==> src/rtl/pe_array_sequencer.sv <==
// Command sequencer for the processing-element array: runs a Cannon-style
// schedule of multiply, shift-A, shift-B for a programmed number of steps.
module pe_array_sequencer #(
    parameter int NUM_IMAGES = 2,
    parameter int IDX_W      = 1,
    parameter int STEP_W     = 8,
    parameter int TIMEOUT    = 255
) (
    input  logic              CLK,
    input  logic              reset,
    input  logic              start,
    input  logic [STEP_W-1:0] num_steps,
    input  logic [IDX_W-1:0]  img_a,
    input  logic [IDX_W-1:0]  img_b,
    input  logic [1:0]        dir_a,
    input  logic [1:0]        dir_b,
    input  logic              pe_ready,
    input  logic              pe_error,
    output logic              shift_left,
    output logic              shift_right,
    output logic              shift_up,
    output logic              shift_down,
    output logic [IDX_W-1:0]  image_shifting,
    output logic              start_multiply,
    output logic              busy,
    output logic              done,
    output logic              error,
    output logic [STEP_W-1:0] step_count
);

    localparam int WCNT_W = $clog2(TIMEOUT + 1);
    localparam logic [WCNT_W-1:0] WCNT_LAST = WCNT_W'(TIMEOUT - 1);

    typedef enum logic [3:0] {
        IDLE,
        ISSUE_MUL,
        WAIT_MUL,
        ISSUE_SA,
        WAIT_SA,
        ISSUE_SB,
        WAIT_SB,
        FINISH,
        ERR
    } state_t;

    state_t             state_q, state_d;
    logic [STEP_W-1:0]  step_q, step_d;
    logic [WCNT_W-1:0]  wcnt_q, wcnt_d;
    logic [IDX_W-1:0]   ishift_q, ishift_d;

    logic [STEP_W-1:0]  num_q;
    logic [IDX_W-1:0]   img_a_q, img_b_q;
    logic [1:0]         dir_a_q, dir_b_q;

    logic               cfg_load;
    logic               in_wait;
    logic               busy_st;
    logic               ready_ok;
    logic               timed_out;
    logic               last_step;

    // An index beyond the images held by a PE is meaningless; pin it to the last one.
    function automatic logic [IDX_W-1:0] clamp_idx(input logic [IDX_W-1:0] idx);
        if (int'(idx) > NUM_IMAGES - 1) begin
            return IDX_W'(NUM_IMAGES - 1);
        end
        return idx;
    endfunction

    assign cfg_load  = (state_q == IDLE) && start;
    assign in_wait   = (state_q == WAIT_MUL) || (state_q == WAIT_SA) || (state_q == WAIT_SB);
    assign busy_st   = (state_q != IDLE) && (state_q != ERR);
    // First wait cycle is blanked: PEs drop ready one cycle after the command.
    assign ready_ok  = in_wait && (wcnt_q != '0) && pe_ready;
    assign timed_out = in_wait && (wcnt_q == WCNT_LAST);
    assign last_step = ((step_q + STEP_W'(1)) == num_q);

    always_ff @(posedge CLK) begin
        if (reset) begin
            state_q  <= IDLE;
            step_q   <= '0;
            wcnt_q   <= '0;
            ishift_q <= '0;
        end else begin
            state_q  <= state_d;
            step_q   <= step_d;
            wcnt_q   <= wcnt_d;
            ishift_q <= ishift_d;
        end
    end

    always_ff @(posedge CLK) begin
        if (cfg_load) begin
            num_q   <= num_steps;
            img_a_q <= clamp_idx(img_a);
            img_b_q <= clamp_idx(img_b);
            dir_a_q <= dir_a;
            dir_b_q <= dir_b;
        end
    end

    always_comb begin
        state_d = state_q;
        unique case (state_q)
            IDLE: begin
                if (start) begin
                    state_d = (num_steps == '0) ? FINISH : ISSUE_MUL;
                end
            end
            ISSUE_MUL: state_d = WAIT_MUL;
            ISSUE_SA:  state_d = WAIT_SA;
            ISSUE_SB:  state_d = WAIT_SB;
            WAIT_MUL: begin
                if (ready_ok) begin
                    state_d = last_step ? FINISH : ISSUE_SA;
                end else if (timed_out) begin
                    state_d = ERR;
                end
            end
            WAIT_SA: begin
                if (ready_ok) begin
                    state_d = ISSUE_SB;
                end else if (timed_out) begin
                    state_d = ERR;
                end
            end
            WAIT_SB: begin
                if (ready_ok) begin
                    state_d = ISSUE_MUL;
                end else if (timed_out) begin
                    state_d = ERR;
                end
            end
            FINISH:  state_d = IDLE;
            ERR:     state_d = ERR;
            default: state_d = IDLE;
        endcase
        // A PE fault overrides any ready-driven advance or completion.
        if (busy_st && pe_error) begin
            state_d = ERR;
        end
    end

    always_comb begin
        step_d   = step_q;
        wcnt_d   = '0;
        ishift_d = ishift_q;
        if (cfg_load) begin
            step_d = '0;
        end else if ((state_q == WAIT_MUL) && ready_ok && !pe_error) begin
            step_d = step_q + STEP_W'(1);
        end
        if (in_wait) begin
            wcnt_d = wcnt_q + WCNT_W'(1);
        end
        if (state_d == ISSUE_SA) begin
            ishift_d = img_a_q;
        end else if (state_d == ISSUE_SB) begin
            ishift_d = img_b_q;
        end
    end

    logic       is_shift;
    logic [1:0] sel_dir;

    always_comb begin
        is_shift       = (state_q == ISSUE_SA) || (state_q == ISSUE_SB);
        sel_dir        = (state_q == ISSUE_SA) ? dir_a_q : dir_b_q;
        shift_left     = is_shift && (sel_dir == 2'b00);
        shift_right    = is_shift && (sel_dir == 2'b01);
        shift_up       = is_shift && (sel_dir == 2'b10);
        shift_down     = is_shift && (sel_dir == 2'b11);
        start_multiply = (state_q == ISSUE_MUL);
        busy           = busy_st;
        done           = (state_q == FINISH);
        error          = (state_q == ERR);
        step_count     = step_q;
        image_shifting = ishift_q;
    end

endmodule

==> config.mk <==
export PLATFORM = sky130hd
export DESIGN_NAME = pe_array_sequencer
export DESIGN_NICKNAME = d
export VERILOG_FILES = /design/src/rtl/pe_array_sequencer.sv
export SDC_FILE = /design/constraint.sdc
export NUM_CORES = 1
export LEC_CHECK = 0
export BUFFER_PORTS_ARGS = -buffer_cell sky130_fd_sc_hd__buf_2
export CAP_MARGIN = 20
export CORE_ASPECT_RATIO = 0.75
export CORE_MARGIN = 10
export CORE_UTILIZATION = 30
export DETAILED_ROUTE_END_ITERATION = 10
export PLACE_DENSITY = 0.53
export SLEW_MARGIN = 20
export SYNTH_ARGS = -nofsm -noshare
export SYNTH_HDL_FRONTEND = slang
export SYNTH_SLANG_ARGS = --single-unit
==> constraint.sdc <==
create_clock -name CLK -period 2.54 [get_ports CLK]
set_input_delay 0.508 -clock CLK [delete_from_list [all_inputs] [get_ports CLK]]
set_output_delay 0.508 -clock CLK [all_outputs]
set_load 0.1 [all_outputs]
==> metrics <==
DP Wirelength=about 3400 um; fraction of power consumed by sequential logic=a little under half; first-pass GRT wire length=around 7400 um; Rows=24; Ys Warns=0; synth top area cells=dfxtp_1 (23%), edfxtp_1 (23%), xor2_1 (6.7%), nor2_1 (6.3%), nand2_1 (3.7%); maximum clock rate=0.424 GHz; initial drt markers=75; die height=87.9 um; hold path depth=1; run status=finished clean; async set-reset flop share out of synthesis=0%; R2R Path End=image_shifting; cts bufs inserted=5; core area=0.00589 mm2; P&R area growth vs syn=23.0%; min-delay worst type=primary input to flop; CP Cell Sequence=nor2_4, and3_1, mux2i_2, inv_1, nor3_4, buf_12; H-tree levels=2; Post-Route WL=4360 um; layout cells sized above 1=between 20 and 30%; Post-synth top cells=nor2_1 (31), dfxtp_1 (21), nand2_1 (18); Synth cell types=46; synthesized instance count=between 150 and 200; final hold slack=roughly 0.41 ns; Net Sw Power=0.398 mW; required time worst endpoint=2.03 ns; antenna viol nets, final=0; pwr dens=613 mW/mm2; Worst setup EP type=primary output; Inserted Diodes=0; FF-to-FF setup slack=between 0.3 and 0.4 ns; Placed Area=approximately 0.0021 mm2; VDD IR-drop max=301 uV; Crit path largest cell delay=roughly 0.36 ns; max_cap viols=0; Buf/Inv on CP=2; worst skew pair latency=around 0.28 ns; final setup TNS=0 ns; final core occ=slightly below 40%; RSZ-0062 raised after global routing=false; total grt overflow=0; Num Clock Sinks=35; ys flop type=dfxtp_1; r2r startpoint=wcnt_q[0]; cell family with most CP delay=simple AND/OR/NAND/NOR gates; relative slew slack=60.7%; initial antenna violation count=0; fin crit share=93.0%; Setup Skew=0.00597 ns; Arr. time, crit path=between 1.5 and 2 ns; Final Net Count=257; final setup margin=0.179 ns; fin area=between 0.002 and 0.0025 mm2; via/cell ratio=4.69; syn nets=221; Max stage delay cell, worst path=dfxtp_2; clock power share=a little over a third; total power=around 1.4 mW; Yosys top cell by area=dfxtp_1; final cell count without fillers=between 300 and 400; Worst setup SP type=flop; WHS Endpoint=dir_a_q[0]; Logic pwr share=between 10% and 20%; die area=0.00971 mm2; final estimated routing congestion in global placement=between 0.8 and 0.9; Root Buffer Master=clkbuf_8; setup bufs post-CTS=0; DRT Pass-1 Iters=4; Pleak=between 0.8 and 0.9 nW; cell area after synthesis=0.00184 mm2; WL per Instance=about 14 um; number of port buffers=35; initial core utilization=a little under a third; Avg Cell Area, Syn=about 9.3 um2; FILL cells=approximately 610; Worst Reg2Reg Path Length in Cells=8; Top-Level Pins=36; DP Cell Count=about 310; final hold vios=0; # setup viols final=0; Total GRT Usage=9.23%; sequential cell area fraction in the yosys report=~46%; Synth top area share=22.8%; Final min period=between 2 and 2.5 ns; min-delay src=dir_a[0]; setup slack at placement=0.189 ns; count leader, synth=nor2_1; CTS tree=done; critical path class=flop to primary output; CTS Buffer Depth=2; switch share=around 29%; die width=~110 um; Worst Path Max Fanout=7; Slew Viols, Final=0; DRC Markers=0; clock transition at the registers of the reported paths=0.07 ns; Int Pwr=0.991 mW; Vias=~1500; Post-synth EDFFs=14; Worst Tran Pin Value=0.589 ns; largest net degree at the start of global routing=15; vias in the first global route=1440; FF+latch count, synth=35
==> power groups by stage <==
stage	clock network, mW	logic (mW)	registers, mW
detailed placement	0	0.243	0.665
finish	0.486	0.247	0.656
global placement	0	0.241	0.666
CTS	0.506	0.244	0.653
floorplan	0	0.181	0.664
global route	0.536	0.272	0.662
==> layout by cell type, fill, tap and decap left out, drive strengths merged, types with 2 or more instances in the layout <==
master,netlist,routed
dfxtp,21,21
a21oi,7,7
nand3,8,8
or4,2,2
nand2b,4,4
inv,10,10
nor2b,4,4
nand2,18,18
nor2,31,31
nand4,3,3
nor3,5,5
mux2i,2,2
xor2,14,14
o21ai,6,6
and4,4,4
ha,4,4
nor4,2,2
xnor2,7,7
a22oi,2,2
and3,6,6
buf,4,35
clkbuf,3,8
edfxtp,14,14
==> worst reg2reg max path, cell delays in order (launching register included) <==
cell and delay [ns]:
dfxtp_1 0.36, inv_1 0.10, ha_1 0.15, nor4b_2 0.28
a21boi_1 0.13, o41ai_1 0.46, o32a_1 0.26, a31oi_1 0.10
o31a_1 0.29
==> state kept, by name, indices dropped and copies added, names as in the netlist, 2 cells and up <==
signal and cells:
num_q 8, step_count 8, wcnt_q 8, state_q 4, dir_a_q 2, dir_b_q 2
==> cell families (layout without fill, tap and decap cells) <==
group                    after synthesis  after routing  synth area share [%]
AO/OA/AOI/OAI                         27             27                  10.9
XOR/XNOR                              21             21                  9.98
adder cells (fa/ha/maj)                4              4                  2.72
buffers and inverters                 17             54                  4.34
flip-flops                            35             35                  45.6
multiplexers                           2              2                  1.09
AND/OR/NAND/NOR                       92             92                  25.3
==> area by class of cell <==
type | instances | area, um2 | share of cell area [%]
multi-input combinational | 146 | 958 | 42.3
sequential | 35 | 852 | 37.6
timing repair buffer | 36 | 215 | 9.49
tap | 78 | 97.6 | 4.30
clock buffer | 7 | 76.3 | 3.37
inverter | 10 | 37.5 | 1.66
clock inverter | 1 | 30.0 | 1.32
==> metal layers <==
layer / part of all wire (%) / GRT usage [%]
met1: 53 / 12.9
met2: 39 / 12.7
met3: 6.8 / 3.01
met4: 0.92 / 3.54
met5: 0 / 0
==> worst max path at each step <==
| stage | startpoint | to | slack, ns | cells past startpoint |
|---|---|---|---|---|
| 3_3_place_gp | wcnt_q[0] | image_shifting | 0.29 | 8 |
| 6_report | state_q[3] | shift_up | 0.18 | 6 |
| 2_1_floorplan | state_q[1] | shift_right | -0.36 | 5 |
| 4_1_cts | state_q[1] | shift_right | 0.005 | 5 |
| 5_1_grt | state_q[3] | shift_up | 0.04 | 6 |
| 3_5_place_dp | wcnt_q[0] | image_shifting | 0.19 | 8 |
==> timing repair <==
action                     4_1_cts  5_1_grt
setup endpoints to repair        1        3
resized for setup                1        8
hold buffers                     0        0
Power figures use the tool's default switching activity.
